[src/rtl/draw_line_arb_if.sv]
// rtl/draw_line_arb_if.sv - requester and engine bundle shared by draw_line_arb and its neighbours
interface draw_line_arb_if #(
  parameter int CORDW = 16,
  parameter int CIDXW = 4,
  parameter int REQN  = 2,
  parameter int IDW   = $clog2(REQN)
) ();
  logic        [REQN-1:0]       req_valid;
  logic        [REQN-1:0]       req_ready;
  logic        [REQN*CORDW-1:0] req_x0;
  logic        [REQN*CORDW-1:0] req_y0;
  logic        [REQN*CORDW-1:0] req_x1;
  logic        [REQN*CORDW-1:0] req_y1;
  logic        [REQN*CIDXW-1:0] req_cidx;
  logic        [REQN-1:0]       line_done;
  logic                         eng_start;
  logic signed [CORDW-1:0]      eng_x0;
  logic signed [CORDW-1:0]      eng_y0;
  logic signed [CORDW-1:0]      eng_x1;
  logic signed [CORDW-1:0]      eng_y1;
  logic        [CIDXW-1:0]      eng_cidx;
  logic                         eng_done;
  logic        [IDW-1:0]        grant_id;
  logic                         busy;

  // Arbiter side
  modport slave (
    input  req_valid, req_x0, req_y0, req_x1, req_y1, req_cidx, eng_done,
    output req_ready, line_done, eng_start, eng_x0, eng_y0, eng_x1, eng_y1,
    output eng_cidx, grant_id, busy
  );

  // Requesters plus engine, as seen from outside the arbiter
  modport master (
    output req_valid, req_x0, req_y0, req_x1, req_y1, req_cidx, eng_done,
    input  req_ready, line_done, eng_start, eng_x0, eng_y0, eng_x1, eng_y1,
    input  eng_cidx, grant_id, busy
  );
endinterface

[src/rtl/draw_line_arb.sv]
// rtl/draw_line_arb.sv - shares one draw_line engine between REQN renderers, round-robin by default
// Define DRAW_LINE_ARB_FIXED_PRI_EN for fixed priority (lowest asserted index wins).
module draw_line_arb #(
  parameter int  CORDW = 16,
  parameter int  CIDXW = 4,
  parameter int  REQN  = 2,
  localparam int IDW   = $clog2(REQN)
) (
  input  logic            clk,
  input  logic            rst_n,
  draw_line_arb_if.slave  bus
);

  typedef enum logic [1:0] {
    ST_IDLE  = 2'd0,
    ST_START = 2'd1,
    ST_WAIT  = 2'd2
  } state_e;

  state_e                  state_q, state_d;
  logic        [IDW-1:0]   grant_id_q, grant_id_d;
  logic signed [CORDW-1:0] eng_x0_q, eng_x0_d;
  logic signed [CORDW-1:0] eng_y0_q, eng_y0_d;
  logic signed [CORDW-1:0] eng_x1_q, eng_x1_d;
  logic signed [CORDW-1:0] eng_y1_q, eng_y1_d;
  logic        [CIDXW-1:0] eng_cidx_q, eng_cidx_d;
  logic        [REQN-1:0]  line_done_q, line_done_d;

  logic                    win_vld;
  logic        [IDW-1:0]   win_id;
  logic                    accept;

`ifdef DRAW_LINE_ARB_FIXED_PRI_EN
  // Scan downwards so the lowest asserted index is the last writer
  always_comb begin
    win_vld = 1'b0;
    win_id  = '0;
    for (int i = REQN - 1; i >= 0; i--) begin
      if (bus.req_valid[i]) begin
        win_vld = 1'b1;
        win_id  = IDW'(i);
      end
    end
  end
`else
  logic [IDW-1:0] last_q, last_d;

  // Search starts just past the previous owner and wraps, so a busy requester yields
  always_comb begin
    win_vld = 1'b0;
    win_id  = '0;
    for (int k = 1; k <= REQN; k++) begin
      if (!win_vld && bus.req_valid[(int'(last_q) + k) % REQN]) begin
        win_vld = 1'b1;
        win_id  = IDW'((int'(last_q) + k) % REQN);
      end
    end
  end

  always_comb begin
    last_d = last_q;
    if (accept) begin
      last_d = win_id;
    end
  end

  always_ff @(posedge clk or negedge rst_n) begin
    if (!rst_n) begin
      last_q <= IDW'(REQN - 1);
    end else begin
      last_q <= last_d;
    end
  end
`endif

  assign accept = (state_q == ST_IDLE) && win_vld;

  always_comb begin
    state_d     = state_q;
    grant_id_d  = grant_id_q;
    eng_x0_d    = eng_x0_q;
    eng_y0_d    = eng_y0_q;
    eng_x1_d    = eng_x1_q;
    eng_y1_d    = eng_y1_q;
    eng_cidx_d  = eng_cidx_q;
    line_done_d = '0;
    case (state_q)
      ST_IDLE: begin
        if (win_vld) begin
          eng_x0_d   = bus.req_x0[int'(win_id)*CORDW +: CORDW];
          eng_y0_d   = bus.req_y0[int'(win_id)*CORDW +: CORDW];
          eng_x1_d   = bus.req_x1[int'(win_id)*CORDW +: CORDW];
          eng_y1_d   = bus.req_y1[int'(win_id)*CORDW +: CORDW];
          eng_cidx_d = bus.req_cidx[int'(win_id)*CIDXW +: CIDXW];
          grant_id_d = win_id;
          state_d    = ST_START;
        end
      end
      ST_START: begin
        state_d = ST_WAIT;
      end
      ST_WAIT: begin
        // eng_done is only honoured here; elsewhere it is a stray pulse
        if (bus.eng_done) begin
          line_done_d = REQN'(1) << grant_id_q;
          state_d     = ST_IDLE;
        end
      end
      default: begin
        state_d = ST_IDLE;
      end
    endcase
  end

  always_ff @(posedge clk or negedge rst_n) begin
    if (!rst_n) begin
      state_q     <= ST_IDLE;
      grant_id_q  <= '0;
      eng_x0_q    <= '0;
      eng_y0_q    <= '0;
      eng_x1_q    <= '0;
      eng_y1_q    <= '0;
      eng_cidx_q  <= '0;
      line_done_q <= '0;
    end else begin
      state_q     <= state_d;
      grant_id_q  <= grant_id_d;
      eng_x0_q    <= eng_x0_d;
      eng_y0_q    <= eng_y0_d;
      eng_x1_q    <= eng_x1_d;
      eng_y1_q    <= eng_y1_d;
      eng_cidx_q  <= eng_cidx_d;
      line_done_q <= line_done_d;
    end
  end

  assign bus.req_ready = accept ? (REQN'(1) << win_id) : '0;
  assign bus.eng_start = (state_q == ST_START);
  assign bus.busy      = (state_q != ST_IDLE);
  assign bus.grant_id  = grant_id_q;
  assign bus.eng_x0    = eng_x0_q;
  assign bus.eng_y0    = eng_y0_q;
  assign bus.eng_x1    = eng_x1_q;
  assign bus.eng_y1    = eng_y1_q;
  assign bus.eng_cidx  = eng_cidx_q;
  assign bus.line_done = line_done_q;

endmodule
[src/flat_wrapper.sv]
// flat-port wrapper written by rule: the top's interface ports become plain ports
module draw_line_arb_flat 
#(
  parameter int  CORDW = 16,
  parameter int  CIDXW = 4,
  parameter int  REQN  = 2,
  localparam int IDW   = $clog2(REQN)
)
  (clk, rst_n, bus_req_valid, bus_req_x0, bus_req_y0, bus_req_x1, bus_req_y1, bus_req_cidx, bus_eng_done, bus_req_ready, bus_line_done, bus_eng_start, bus_eng_x0, bus_eng_y0, bus_eng_x1, bus_eng_y1, bus_eng_cidx, bus_grant_id, bus_busy);
  draw_line_arb_if #(.CORDW(CORDW), .CIDXW(CIDXW), .REQN(REQN)) bus_i ();
  input  logic clk;
  input  logic rst_n;
  input wire logic [$bits(bus_i.req_valid)-1:0] bus_req_valid;
  input wire logic [$bits(bus_i.req_x0)-1:0] bus_req_x0;
  input wire logic [$bits(bus_i.req_y0)-1:0] bus_req_y0;
  input wire logic [$bits(bus_i.req_x1)-1:0] bus_req_x1;
  input wire logic [$bits(bus_i.req_y1)-1:0] bus_req_y1;
  input wire logic [$bits(bus_i.req_cidx)-1:0] bus_req_cidx;
  input wire logic [$bits(bus_i.eng_done)-1:0] bus_eng_done;
  output wire logic [$bits(bus_i.req_ready)-1:0] bus_req_ready;
  output wire logic [$bits(bus_i.line_done)-1:0] bus_line_done;
  output wire logic [$bits(bus_i.eng_start)-1:0] bus_eng_start;
  output wire logic [$bits(bus_i.eng_x0)-1:0] bus_eng_x0;
  output wire logic [$bits(bus_i.eng_y0)-1:0] bus_eng_y0;
  output wire logic [$bits(bus_i.eng_x1)-1:0] bus_eng_x1;
  output wire logic [$bits(bus_i.eng_y1)-1:0] bus_eng_y1;
  output wire logic [$bits(bus_i.eng_cidx)-1:0] bus_eng_cidx;
  output wire logic [$bits(bus_i.grant_id)-1:0] bus_grant_id;
  output wire logic [$bits(bus_i.busy)-1:0] bus_busy;
  assign bus_i.req_valid = bus_req_valid;
  assign bus_i.req_x0 = bus_req_x0;
  assign bus_i.req_y0 = bus_req_y0;
  assign bus_i.req_x1 = bus_req_x1;
  assign bus_i.req_y1 = bus_req_y1;
  assign bus_i.req_cidx = bus_req_cidx;
  assign bus_i.eng_done = bus_eng_done;
  assign bus_req_ready = bus_i.req_ready;
  assign bus_line_done = bus_i.line_done;
  assign bus_eng_start = bus_i.eng_start;
  assign bus_eng_x0 = bus_i.eng_x0;
  assign bus_eng_y0 = bus_i.eng_y0;
  assign bus_eng_x1 = bus_i.eng_x1;
  assign bus_eng_y1 = bus_i.eng_y1;
  assign bus_eng_cidx = bus_i.eng_cidx;
  assign bus_grant_id = bus_i.grant_id;
  assign bus_busy = bus_i.busy;
  draw_line_arb #(.CORDW(CORDW), .CIDXW(CIDXW), .REQN(REQN)) u_core (.clk(clk), .rst_n(rst_n), .bus(bus_i));
endmodule
[config.mk]
export PLATFORM = sky130hd
export DESIGN_NAME = draw_line_arb_flat
export DESIGN_NICKNAME = d
export VERILOG_FILES = /design/src/rtl/draw_line_arb_if.sv /design/src/rtl/draw_line_arb.sv /design/src/flat_wrapper.sv
export SDC_FILE = /design/constraint.sdc
export NUM_CORES = 1
export LEC_CHECK = 0
export ABC_AREA = 0
export CAP_MARGIN = 30
export CORE_UTILIZATION = 36
export DETAILED_ROUTE_END_ITERATION = 8
export GPL_ROUTABILITY_DRIVEN = 0
export HOLD_SLACK_MARGIN = 0.05
export PLACE_DENSITY = 0.81
export SYNTH_ARGS = -nofsm -noshare
export SYNTH_HDL_FRONTEND = slang
export SYNTH_SLANG_ARGS = --single-unit
[constraint.sdc]
create_clock -name clk -period 1.74 [get_ports clk]
set_input_delay 0.348 -clock clk [delete_from_list [all_inputs] [get_ports clk]]
set_output_delay 0.348 -clock clk [all_outputs]
set_load 0.01 [all_outputs]
# == Word level (Yosys, flattened, before mapping) ==
# Index checks and enable logic that the tools add are counted.
# word_totals
input_bits,141
output_inout_bits,75
reg_bits,74
elab_cells,49
# classes
n_reduce_logical,7
shift,7
order_cmp,2
eq_ne,4
mux,16
bitwise,2
add_sub_neg,2
# op_table
operator,n
$shiftx A32 B6 Y16,4
$mux W1,10
$mux W2,5
$shiftx A8 B4 Y4,1
$lt A2 B3 Y1 const B,2
$pmux W2 S3,1
$reduce_and A2 Y1,2
$shl A1 B1 Y2 const A,2
$add A1 B1 Y1 const B,2
$and A1 B1 Y1 const A,2
$eq A2 B1 Y1 const B,1
$eq A2 B2 Y1 const B,1
$logic_and A1 B1 Y1,2
$logic_not A2 Y1,1
$ne A2 B1 Y1 const B,1
$ne A2 B2 Y1 const B,1
$reduce_bool A2 Y1,1
$logic_not A1 Y1,1

# == Logic depth before layout (Yosys ltp) ==
# Gate-level depths: netlist of the first run.
# depth
depth_word,11
mapped_depth,6
mapped_depth_nobuf,3

# == Worst setup path before layout of the first run ==
# No wires, ideal clock.
# synth_timing
path_kind,input to output
start,input port bus_req_valid[1]
end,output port bus_req_ready[1]
path_slack_ps,215
stages,4
required_time_ps,1392
t_arrival_ps,1177
path_buffers,2
path_cell_list,a21boi_2 clkbuf_1 clkbuf_2 and2_1
# synth_via
elab_chain_len,9
elab_cells_between_ends,15
cone_classes,shift (1); mux (11); reduce/logical (3)
# synth_rtl
item,line_no,source
start: declaration,flat_wrapper.sv:13,input wire logic [$bits(bus_i.req_valid)-1:0] bus_req_valid;
$mux W1 (not written as such) (3 in a row),draw_line_arb.sv:53,if (!win_vld && bus.req_valid[(int'(last_q) + k) % REQN]) begin
$mux W1,draw_line_arb.sv:53,
$logic_not A1 Y1,draw_line_arb.sv:53,
$logic_and A1 B1 Y1,draw_line_arb.sv:53,
$mux W1,draw_line_arb.sv:53,
$shl A1 B1 Y2 or $logic_and A1 B1 Y1 (tied branches),"draw_line_arb.sv:137, draw_line_arb.sv:76",
$mux W2 (*),draw_line_arb.sv:137,assign bus.req_ready = accept ? (REQN'(1) << win_id) : '0;
end: declaration,flat_wrapper.sv:20,output wire logic [$bits(bus_i.req_ready)-1:0] bus_req_ready;
# Mark *: on every way between the ends. The rest lies on a longest branch, timed or not. The select of a mux whose other input is x is not followed.

# == Worst setup path in the final report of the first run ==
# Same ends and word-level chain as after synthesis.

==> impl_metrics.csv, run 1 <==
group,metric,value,unit
routing,vias,3129,
clock_network,clk_transition_reported_paths,0.08,ns
global_routing,globalRouteTotalUtil,0.219,
timing,setup_viol_count_final,0,
clock_network,clock-root-buffer,"sky130_fd_sc_hd__clkbuf_8",
timing,final.hold.worst_slack,0.404,ns
timing,achievable-frequency,0.589,GHz
global_routing,global_route_wire_length_before_repair,15200,um
timing,final_hold_viol_count,0,
clock_network,worst_skew_pair.late_latency,0.34,ns
timing,fin_worst_skew,0.0119,ns
routing,detail_route.wl_per_cell,18.2,um
floorplanning,core,8680,um^2
routing,drt-vias-per-instance,5.38,
timing,timing_max_transition_violations_final,0,
synth,synth.yosys.seq_area_share,0.579,
cells_and_area,layout.filler_cells,684,
synth,synthTopCellsByArea,"sky130_fd_sc_hd__dfrtp_1 (57%), sky130_fd_sc_hd__a221o_1 (21%), sky130_fd_sc_hd__and3_1 (14%)",
routing,drt_pass1_iterations,4,
cells_and_area,multi_input_area,1220,um^2
timing,worst-slew-pin-transition,0.415,ns
cells_and_area,fin_nets,610,
cells_and_area,syn_to_final_growth,77.8,%
setup_path,r2r_cells,5,
routing,route.antenna.remaining_nets,0,
synth,syn_inst,256,
setup_path,cp.required,1.39,ns
pwr,pwr_density_cell,1590,nW/um^2
clock_network,clock_tree_from_tritoncts,"done",
timing,final_min_period_over_clock_period,0.975,
synth,post-synth-top-area-fraction,0.571,
clock_network,cts_made_buffers,9,
cells_and_area,drive_gt1_frac,0.0865,
outcome,outcome,"finished, final reports clean",
floorplanning,die_width,96.3,um
floorplanning,die-height,96.3,um
routing,detail_route.iter0.violations,140,
timing,maxSlewHeadroom,0.723,
pwr,power.leakage,2.63,nW
floorplanning,start_util,0.369,
pwr,power.ir.vdd_worst,0.898,mV
global_routing,grt_max_degree,69,
clock_network,clk_buf_depth,2,
setup_path,startpoint_type,"input port",
global_routing,globalRoute.totalOverflow,0,
floorplanning,boundaryPins,216,
setup_path,reg2reg_slack,0.14,ns
timing,layout_min_cycle_time,1.70,ns
setup_path,r2r-end,"u_core.bus.eng_y1[11]",
run,drv_cap,0,
routing,detail_route.wirelength,10600,um
worst_hold_path,min_path_type,"in -> async",
global_routing,number_of_antenna_violations_at_the_first_check_in_global_routing,0,
synth,postSynthNetCount,397,
global_routing,vias_in_the_first_global_route,2969,
synth,ys_types,18,
setup_path,cp_data_arrival_time,1.35,ns
synth,syn-cell-area,3200,um^2
routing,drc,0,
synth,ys_seq_elements,74,
setup_path,worst_setup_path_end_kind,"primary output",
timing,final_critical_path_setup_slack,0.0432,ns
clock_network,clock_sink_count,74,
clock_network,cts.htree.levels,3,
cells_and_area,n_antenna_cell,0,
placement,detailed_place_hpwl,7400,um
synth,synth.largest_area_cell,"sky130_fd_sc_hd__dfrtp_1",
setup_path,worstReg2RegStart,"u_core.last_q",
timing,tns,0,ns
setup_path,crit_fanout,3,
setup_path,setup.worst_path.class,"in -> out",
cells_and_area,sequential_cell_area,1850,um^2
floorplanning,die-area,9270,um^2
placement,place_ws,-0.408,ns
synth,synth.yosys.warnings,0,
placement,placement.io_buffers,215,
floorplanning,rows,34,
synth,synth_area_per_cell,12.5,um^2
## area by class of cell
class	count	share of cell area
Inverter	3	0.00198
Multi-Input combinational cell	150	0.215
Timing Repair Buffer	231	0.404
Clock buffer	9	0.0218
Sequential cell	74	0.326
Clock inverter	7	0.00814
Tap cell	108	0.0238
## cells in the mapped netlist
cell,number
sky130_fd_sc_hd__inv_1,3
sky130_fd_sc_hd__clkbuf_2,1
sky130_fd_sc_hd__nand2b_1,1
sky130_fd_sc_hd__a21boi_2,1
sky130_fd_sc_hd__clkbuf_1,20
sky130_fd_sc_hd__buf_6,3
sky130_fd_sc_hd__dfrtp_1,73
sky130_fd_sc_hd__a21o_1,3
sky130_fd_sc_hd__and3_1,70
sky130_fd_sc_hd__buf_2,5
sky130_fd_sc_hd__nand2_1,1
sky130_fd_sc_hd__o21ai_1,1
sky130_fd_sc_hd__nor2b_1,2
sky130_fd_sc_hd__nor2_2,1
sky130_fd_sc_hd__dfstp_2,1
sky130_fd_sc_hd__nor2_1,1
sky130_fd_sc_hd__and2_1,1
sky130_fd_sc_hd__a221o_1,68
## per-stage QoR
stage / instances / instance area (um^2) / total power, mW / util
2_1_floorplan: 256 / 3200 / 5.21 / -
3_3_place_gp: 564 / 5500 / 7.76 / 0.634
3_5_place_dp: 564 / 5500 / 7.86 / 0.634
4_1_cts: 581 / 5670 / 9.06 / 0.653
5_1_grt: 582 / 5690 / 9.56 / 0.656
6_report: 582 / 5690 / 9.02 / 0.656
## worst max-delay path, stage by stage
cell	delay, ns
sky130_fd_sc_hd__clkdlybuf4s50_1	0.51
sky130_fd_sc_hd__a21boi_4	0.21
sky130_fd_sc_hd__and2_4	0.16
sky130_fd_sc_hd__buf_4	0.12
## report_power, final
part           leakage [nW]  switching (mW)  total (mW)  internal, mW
Clock                0.0810           0.656        1.17         0.512
Combinational          1.64            2.02        4.80          2.78
Sequential            0.915           0.495        3.05          2.56
Total                  2.63            3.17        9.02          5.85
## registers in the layout, indices dropped and copies added, names as in the netlist
register              count
u_core.bus.eng_y1        16
u_core.bus.eng_x1        16
u_core.bus.line_done      2
u_core.last_q             1
u_core.bus.eng_x0        16
u_core.bus.grant_id       1
u_core.state_q            2
u_core.bus.eng_y0        16
u_core.bus.eng_cidx       4
## layer usage
| layer | track usage | up-vias | wire length [um] |
|---|---|---|---|
| met5 | 0 | - | 0 |
| met4 | 0.0622 | 0 | 95 |
| met3 | 0.0671 | 11 | 854 |
| met2 | 0.366 | 138 | 5280 |
| met1 | 0.273 | 1528 | 4350 |
| li1 | - | 1452 | - |
## cells by family after synthesis
group / count (synthesis) / share of synthesized area
buf+inv: 32 / 0.0469
flops: 74 / 0.579
simple gates: 77 / 0.149
compound gates: 73 / 0.225
## cell usage in the layout, fill, tap and decap left out, drive strengths merged
cell type      Yosys  layout
a21o               3       3
clkbuf            21      10
buf                8      18
a21boi             1       1
a221o             68      68
clkinv             0       4
and2               1       1
and3              70      70
dlygate4sd3        0       1
nand2b             1       1
nand2              1       1
inv                3       3
dfrtp             73      73
nor2b              2       2
nor2               2       2
dlymetal6s2s       0       1
o21ai              1       1
clkdlybuf4s50      0     208
dlygate4sd2        0       2
dfstp              1       1
clkinvlp           0       3
## worst max-delay path by stage
| stage | from | to | slack, ns | cells past startpoint |
|---|---|---|---|---|
| after CTS | u_core.last_q | bus_req_ready[1] | 0.01 | 4 |
| final | bus_req_valid[1] | bus_req_ready[1] | 0.04 | 4 |
| after global placement | bus_req_valid[0] | bus_req_ready[1] | -0.38 | 4 |
| after floorplan | bus_req_valid[1] | bus_req_ready[1] | 0.22 | 4 |
| after detailed placement | bus_req_valid[0] | bus_req_ready[1] | -0.41 | 4 |
| after global routing | u_core.last_q | bus_req_ready[1] | -0.006 | 4 |
## what timing repair did
action                                  in CTS  in global routing
endpoints found under the setup margin       4                 10
pin swaps                                    0                  1
gates resized for setup                     12                  7
hold buffers                                 1                  0
endpoints found under the hold margin       12                  0
buffers inserted                             0                  1
Note: power is estimated with default switching activity, not from simulation.
==> run 2, diff against run 1 <==
- SETUP_SLACK_MARGIN: default -> 0.5
==> run 2 against run 1 <==
Effect of this change:
- combinational power about the same
- power is 5.9% higher
- sequential share of layout area is 0.59 points lower
- global-route usage increased by 1.7 points
- largest power group unchanged
- flip-flop and latch count is the same
- non-clock buffer count is 3 higher
- via count up 2.2%
- largest cell class unchanged
- count of clock-buffer cells in the layout rose by 3
- routed wire length up 4.1%
==> impl_metrics.csv, run 2 (same netlist as run 1, synthesis figures left out) <==
group,metric,value,unit
pwr,report.power.total,9.55,mW
clock_network,clock-root-buffer,"sky130_fd_sc_hd__clkbuf_8",
setup_path,worst_setup_path_end_kind,"register",
placement,place_ws,-0.408,ns
pwr,clkPwrFrac,0.171,
routing,drt_pass1_iterations,4,
setup_path,cp.required,1.96,ns
setup_path,critical_path.max_stage_delay,0.49,ns
routing,detail_route.wl_per_cell,18.8,um
clock_network,clock_sink_count,74,
routing,vias,3198,
run,drv_cap,0,
routing,detail_route.iter0.violations,108,
floorplanning,start_util,0.369,
timing,achievable-frequency,0.577,GHz
clock_network,clock_tree_from_tritoncts,"done",
pwr,power_switching_share,0.340,
setup_path,timing.critical_path.buf_inv,3,
setup_path,cp_data_arrival_time,1.95,ns
clock_network,worst_skew_pair.late_latency,0.34,ns
timing,setup_viol_count_final,0,
cells_and_area,drive_gt1_frac,0.176,
placement,placement.io_buffers,215,
clock_network,clk_buf_depth,2,
cells_and_area,syn_to_final_growth,81.1,%
timing,final_critical_path_setup_slack,0.00633,ns
cells_and_area,n_antenna_cell,0,
pwr,pwr_density_cell,1650,nW/um^2
floorplanning,die-area,9270,um^2
cells_and_area,most_frequent_standard_cell_in_the_layout_excluding_fill_and_tap_cells,"sky130_fd_sc_hd__clkdlybuf4s50_1",
pwr,comb_power_frac,0.504,
global_routing,vias_in_the_first_global_route,3162,
outcome,outcome,"finished, final reports clean",
clock_network,cts_made_buffers,9,
cells_and_area,fin_nets,613,
floorplanning,boundaryPins,216,
cells_and_area,layout.cells.most_common_list,"sky130_fd_sc_hd__clkdlybuf4s50_1 (179), sky130_fd_sc_hd__dfrtp_1 (73), sky130_fd_sc_hd__a221o_1 (68), sky130_fd_sc_hd__and3_1 (60), sky130_fd_sc_hd__buf_2 (20)",
setup_path,cpLargestDelayFamily,"buffers and inverters",
timing,timing_max_transition_violations_final,0,
timing,grt_setup_unrepaired,"true",
setup_path,crit_path_top_delay_cell,"sky130_fd_sc_hd__clkdlybuf4s50_1",
global_routing,globalRoute.totalOverflow,0,
routing,route.antenna.remaining_nets,0,
timing,maxSlewHeadroom,0.683,
floorplanning,die_width,96.3,um
floorplanning,core,8680,um^2
setup_path,setup.worst_path.class,"in -> reg",
setup_path,startpoint_type,"input port",
timing,layout_min_cycle_time,1.73,ns
routing,detail_route.wirelength,11000,um
clock_network,cts.htree.levels,3,
pwr,power_switching,3.25,mW
timing,final_hold_viol_count,0,
global_routing,globalRouteTotalUtil,0.236,
timing,final_min_period_over_clock_period,0.996,
global_routing,global_route_wire_length_before_repair,16200,um
timing,worst-slew-pin-transition,0.475,ns
floorplanning,die-height,96.3,um
routing,drt-vias-per-instance,5.47,
setup_path,crit_fanout,68,
setup_path,timing.critical_path.cells,"clkdlybuf4s50_1, buf_4, nand2b_4, and3_4, clkbuf_8, a221o_1",
pwr,power_report.internal_total,6.30,mW
floorplanning,rows,34,
pwr,power.ir.vdd_worst,0.954,mV
worst_hold_path,min_path_type,"in -> async",
routing,drc,0,
global_routing,number_of_antenna_violations_at_the_first_check_in_global_routing,0,
pwr,pwr-share-seq,0.325,
pwr,power.leakage,2.71,nW
placement,detailed_place_hpwl,7660,um
timing,fin_worst_skew,0.0112,ns
global_routing,grt_max_degree,69,
clock_network,clk_transition_reported_paths,0.08,ns
-- run 2: cell count changes in the layout (fill, tap and decap cells not counted), sizes merged --
cell,previous run,this run
dlymetal6s2s,1,0
bufinv,0,3
clkbuf,10,13
clkinv,4,1
clkinvlp,3,0
buf,18,51
clkdlybuf4s50,208,179
-- run 2: path summary, 6_finish.rpt --
check / to / cells after the start / startpoint / slack (ns)
worst max-delay path: u_core.bus.eng_y0[7] / 6 / bus_req_valid[1] / 0.006
min in group clk: u_core.bus.line_done[0] / 1 / u_core.bus.grant_id / 0.50
worst max register to register: u_core.bus.eng_x0[9] / 4 / u_core.last_q / 0.05
worst min register to register: u_core.bus.line_done[0] / 1 / u_core.bus.grant_id / 0.50
worst min-delay path: u_core.bus.eng_x1[14] / 2 / rst_n / 0.47
max in group asynchronous: u_core.bus.eng_x1[13] / 3 / rst_n / 0.67
-- run 2: layer usage --
metal	track usage	part of all wire	wire [um]	vias to the layer above
met4	0.0908	0.019	211	0
met5	0	0	0	-
met2	0.398	0.50	5510	147
li1	-	-	-	1455
met3	0.0727	0.090	987	19
met1	0.282	0.39	4310	1577
-- run 2: repair_timing --
item	4_1_cts	5_1_grt
pin swaps	1	0
endpoints found under the setup margin	146	146
hold buffers	1	0
cloned	0	0
gates resized for setup	32	101
hold endpoints to repair	30	0
buffers inserted	4	1
-- run 2: power groups by stage --
stage / Clock, mW / Combinational (mW) / Sequential [mW]
after global routing: 1.76 / 5.17 / 3.20
after detailed placement: 0 / 4.84 / 3.09
after CTS: 1.68 / 5.00 / 3.08
after floorplan: 0 / 1.96 / 3.39
final: 1.64 / 4.82 / 3.10
after global placement: 0 / 4.71 / 3.07
-- run 2: worst register-to-register path, cell delays in order, from the launching register on --
cell and delay [ns]:
sky130_fd_sc_hd__dfstp_2 0.58, sky130_fd_sc_hd__nand2b_4 0.13, sky130_fd_sc_hd__and3_4 0.19, sky130_fd_sc_hd__clkbuf_8 0.43
sky130_fd_sc_hd__a221o_1 0.29
-- run 2: through the flow --
step                      utilization  hold WS (ns)  setup TNS [ns]  instances  instance area (um^2)
after floorplan                     -        0.0524               0        256                  3300
after global placement          0.638         0.312          -24.50        563                  5540
after detailed placement        0.638         0.313          -26.45        563                  5540
after CTS                       0.675         0.476               0        584                  5860
after global routing            0.668         0.511         -0.0692        585                  5790
final                           0.668         0.470               0        585                  5790
-- run 2: area by class of cell --
type                    instances  area, um^2
fillers                       692        2880
repair buffers                234        2260
flip-flops and latches         74        1850
multi-input cells             150        1290
clock buffers                  12         145
well taps                     108         135
clock inverters                 4        98.8
inverters                       3        11.3
==> run 3, diff against run 2 <==
- CORE_ASPECT_RATIO: default -> 1.25
==> run 3 against run 2 <==
Effect of this change:
- via count rose by 6.1%
- global-route usage rose by 2.3 points
- maximum frequency rose by 0.38%
- combinational power rose by 13%
- die area barely moved
- non-clock buffer count rose by 36
- register-to-register slack improved by 0.03 ns
- largest cell class unchanged
==> impl_metrics.csv, run 3 (same netlist as run 1, synthesis figures left out) <==
group,metric,value,unit
floorplanning,start_util,0.370,
cells_and_area,n_antenna_cell,0,
setup_path,crit_fanout,2,
setup_path,setup.worst_path.class,"reg -> out",
global_routing,vias_in_the_first_global_route,3526,
timing,final.hold.worst_slack,0.486,ns
routing,detail_route.wirelength,12300,um
routing,detail_route.wl_per_cell,19.6,um
pwr,power.ir.vdd_worst,1.41,mV
cells_and_area,post_layout_nonfiller_instances,629,
routing,drt-vias-per-instance,5.39,
setup_path,worst_setup_path_end_kind,"primary output",
placement,placement.io_buffers,215,
worst_hold_path,min_path_type,"in -> async",
cells_and_area,layout.core_utilization,0.683,
timing,layout_min_cycle_time,1.73,ns
placement,placement.cell_area,5590,um^2
cells_and_area,layout.cells.most_common_list,"sky130_fd_sc_hd__clkdlybuf4s50_1 (137), sky130_fd_sc_hd__dfrtp_1 (73), sky130_fd_sc_hd__a221o_1 (68), sky130_fd_sc_hd__and3_1 (60), sky130_fd_sc_hd__clkbuf_2 (53)",
routing,vias,3393,
cells_and_area,post-route-cell-area,5910,um^2
floorplanning,die-area,9270,um^2
clock_network,cts_made_buffers,9,
timing,worst-slew-pin-transition,0.438,ns
global_routing,number_of_antenna_violations_at_the_first_check_in_global_routing,0,
clock_network,clock-root-buffer,"sky130_fd_sc_hd__clkbuf_8",
cells_and_area,fin_nets,649,
floorplanning,core,8650,um^2
clock_network,clock_tree_from_tritoncts,"done",
clock_network,clock_sink_count,74,
setup_path,cp_data_arrival_time,1.38,ns
timing,final_min_period_over_clock_period,0.993,
global_routing,grt_max_degree,69,
floorplanning,die_width,86.3,um
clock_network,cts.htree.levels,3,
timing,setup_viol_count_final,0,
timing,maxSlewHeadroom,0.708,
floorplanning,boundaryPins,216,
placement,post-place-cells,575,
run,drv_cap,0,
outcome,outcome,"finished, final reports clean",
timing,fin_worst_skew,0.0107,ns
cells_and_area,syn_to_final_growth,84.7,%
timing,achievable-frequency,0.579,GHz
cells_and_area,drive_gt1_frac,0.314,
clock_network,clk_transition_reported_paths,0.07,ns
pwr,pwr_density_cell,1620,nW/um^2
global_routing,global_route_wire_length_before_repair,18200,um
clock_network,clk_buf_depth,2,
timing,final_hold_viol_count,0,
routing,drc,0,
setup_path,startpoint_type,"register",
floorplanning,rows,38,
routing,drt_pass1_iterations,4,
setup_path,cp.required,1.39,ns
global_routing,globalRoute.totalOverflow,0,
global_routing,globalRouteTotalUtil,0.259,
cells_and_area,most_frequent_standard_cell_in_the_layout_excluding_fill_and_tap_cells,"sky130_fd_sc_hd__clkdlybuf4s50_1",
pwr,power.leakage,2.93,nW
clock_network,worst_skew_pair.late_latency,0.34,ns
timing,grt_setup_unrepaired,"true",
routing,route.antenna.remaining_nets,0,
routing,detail_route.iter0.violations,199,
floorplanning,die-height,107,um
timing,timing_max_transition_violations_final,0,
placement,detailed_place_hpwl,7750,um
==> run 3: changes by cell type in the layout (fill, tap and decap cells not counted), moves of 3 or more <==
| cell | before | now |
|---|---|---|
| sky130_fd_sc_hd__clkdlybuf4s50_1 | 179 | 137 |
| sky130_fd_sc_hd__bufbuf_16 | 0 | 3 |
| sky130_fd_sc_hd__buf_4 | 12 | 36 |
| sky130_fd_sc_hd__buf_2 | 20 | 13 |
| sky130_fd_sc_hd__bufinv_16 | 3 | 0 |
| sky130_fd_sc_hd__clkbuf_2 | 0 | 53 |
| sky130_fd_sc_hd__buf_12 | 3 | 7 |
==> run 3: area by class of cell <==
type	count	area [um^2]
fill	669	2740
timing repair buffer	270	2460
sequential	74	1850
multi-input combinational	150	1290
tap	120	150
clock buffer	11	141
inverter	3	16.3
clock inverter	1	5.00
==> run 3: path summary, 6_finish.rpt <==
| path | slack, ns | cells after the start | startpoint | to |
|---|---|---|---|---|
| max | 0.01 | 4 | u_core.last_q | bus_req_ready[0] |
| min | 0.49 | 2 | rst_n | u_core.bus.eng_y1[9] |
| max reg2reg | 0.08 | 6 | u_core.last_q | u_core.bus.eng_y1[6] |
| min reg2reg | 0.52 | 1 | u_core.bus.eng_y1[3] | u_core.bus.eng_y1[3] |
| max in group asynchronous | 0.66 | 3 | rst_n | u_core.bus.eng_y1[10] |
| min in group clk | 0.52 | 1 | u_core.bus.eng_y1[3] | u_core.bus.eng_y1[3] |
==> run 3: routing by layer <==
layer	GRT usage	wire, um
met1	0.307	4690
met2	0.446	6380
met3	0.0498	922
met4	0.131	357
met5	0	0
==> run 3: metrics by stage <==
stage / power [mW] / worst slack, ns / TNS (ns)
after floorplan: 5.35 / 0.322 / 0
after global placement: 7.89 / -0.306 / -16.24
after detailed placement: 8.04 / -0.332 / -19.60
after CTS: 9.81 / 0.0191 / 0
after global routing: 10.1 / -0.0133 / -0.0219
final: 9.58 / 0.0129 / 0
==> run 3: critical path, stage by stage (launching register included) <==
cell,delay [ns]
sky130_fd_sc_hd__dfstp_2,0.54
sky130_fd_sc_hd__buf_6,0.10
sky130_fd_sc_hd__nand2b_4,0.10
sky130_fd_sc_hd__and3_4,0.20
sky130_fd_sc_hd__buf_6,0.10
==> run 3: power by group <==
group | leakage [nW] | internal, mW | switching, mW
Sequential | 0.915 | 2.56 | 0.488
Combinational | 1.94 | 3.04 | 2.39
Clock | 0.0770 | 0.524 | 0.584
Total | 2.93 | 6.12 | 3.46
==> run 3: timing repair <==
item,4_1_cts,5_1_grt
gates resized for setup,42,170
gates cloned,4,0
hold buffers,1,0
pin swaps,1,3
setup buffers,9,28
endpoints found under the setup margin,146,145
endpoints found under the hold margin,28,0
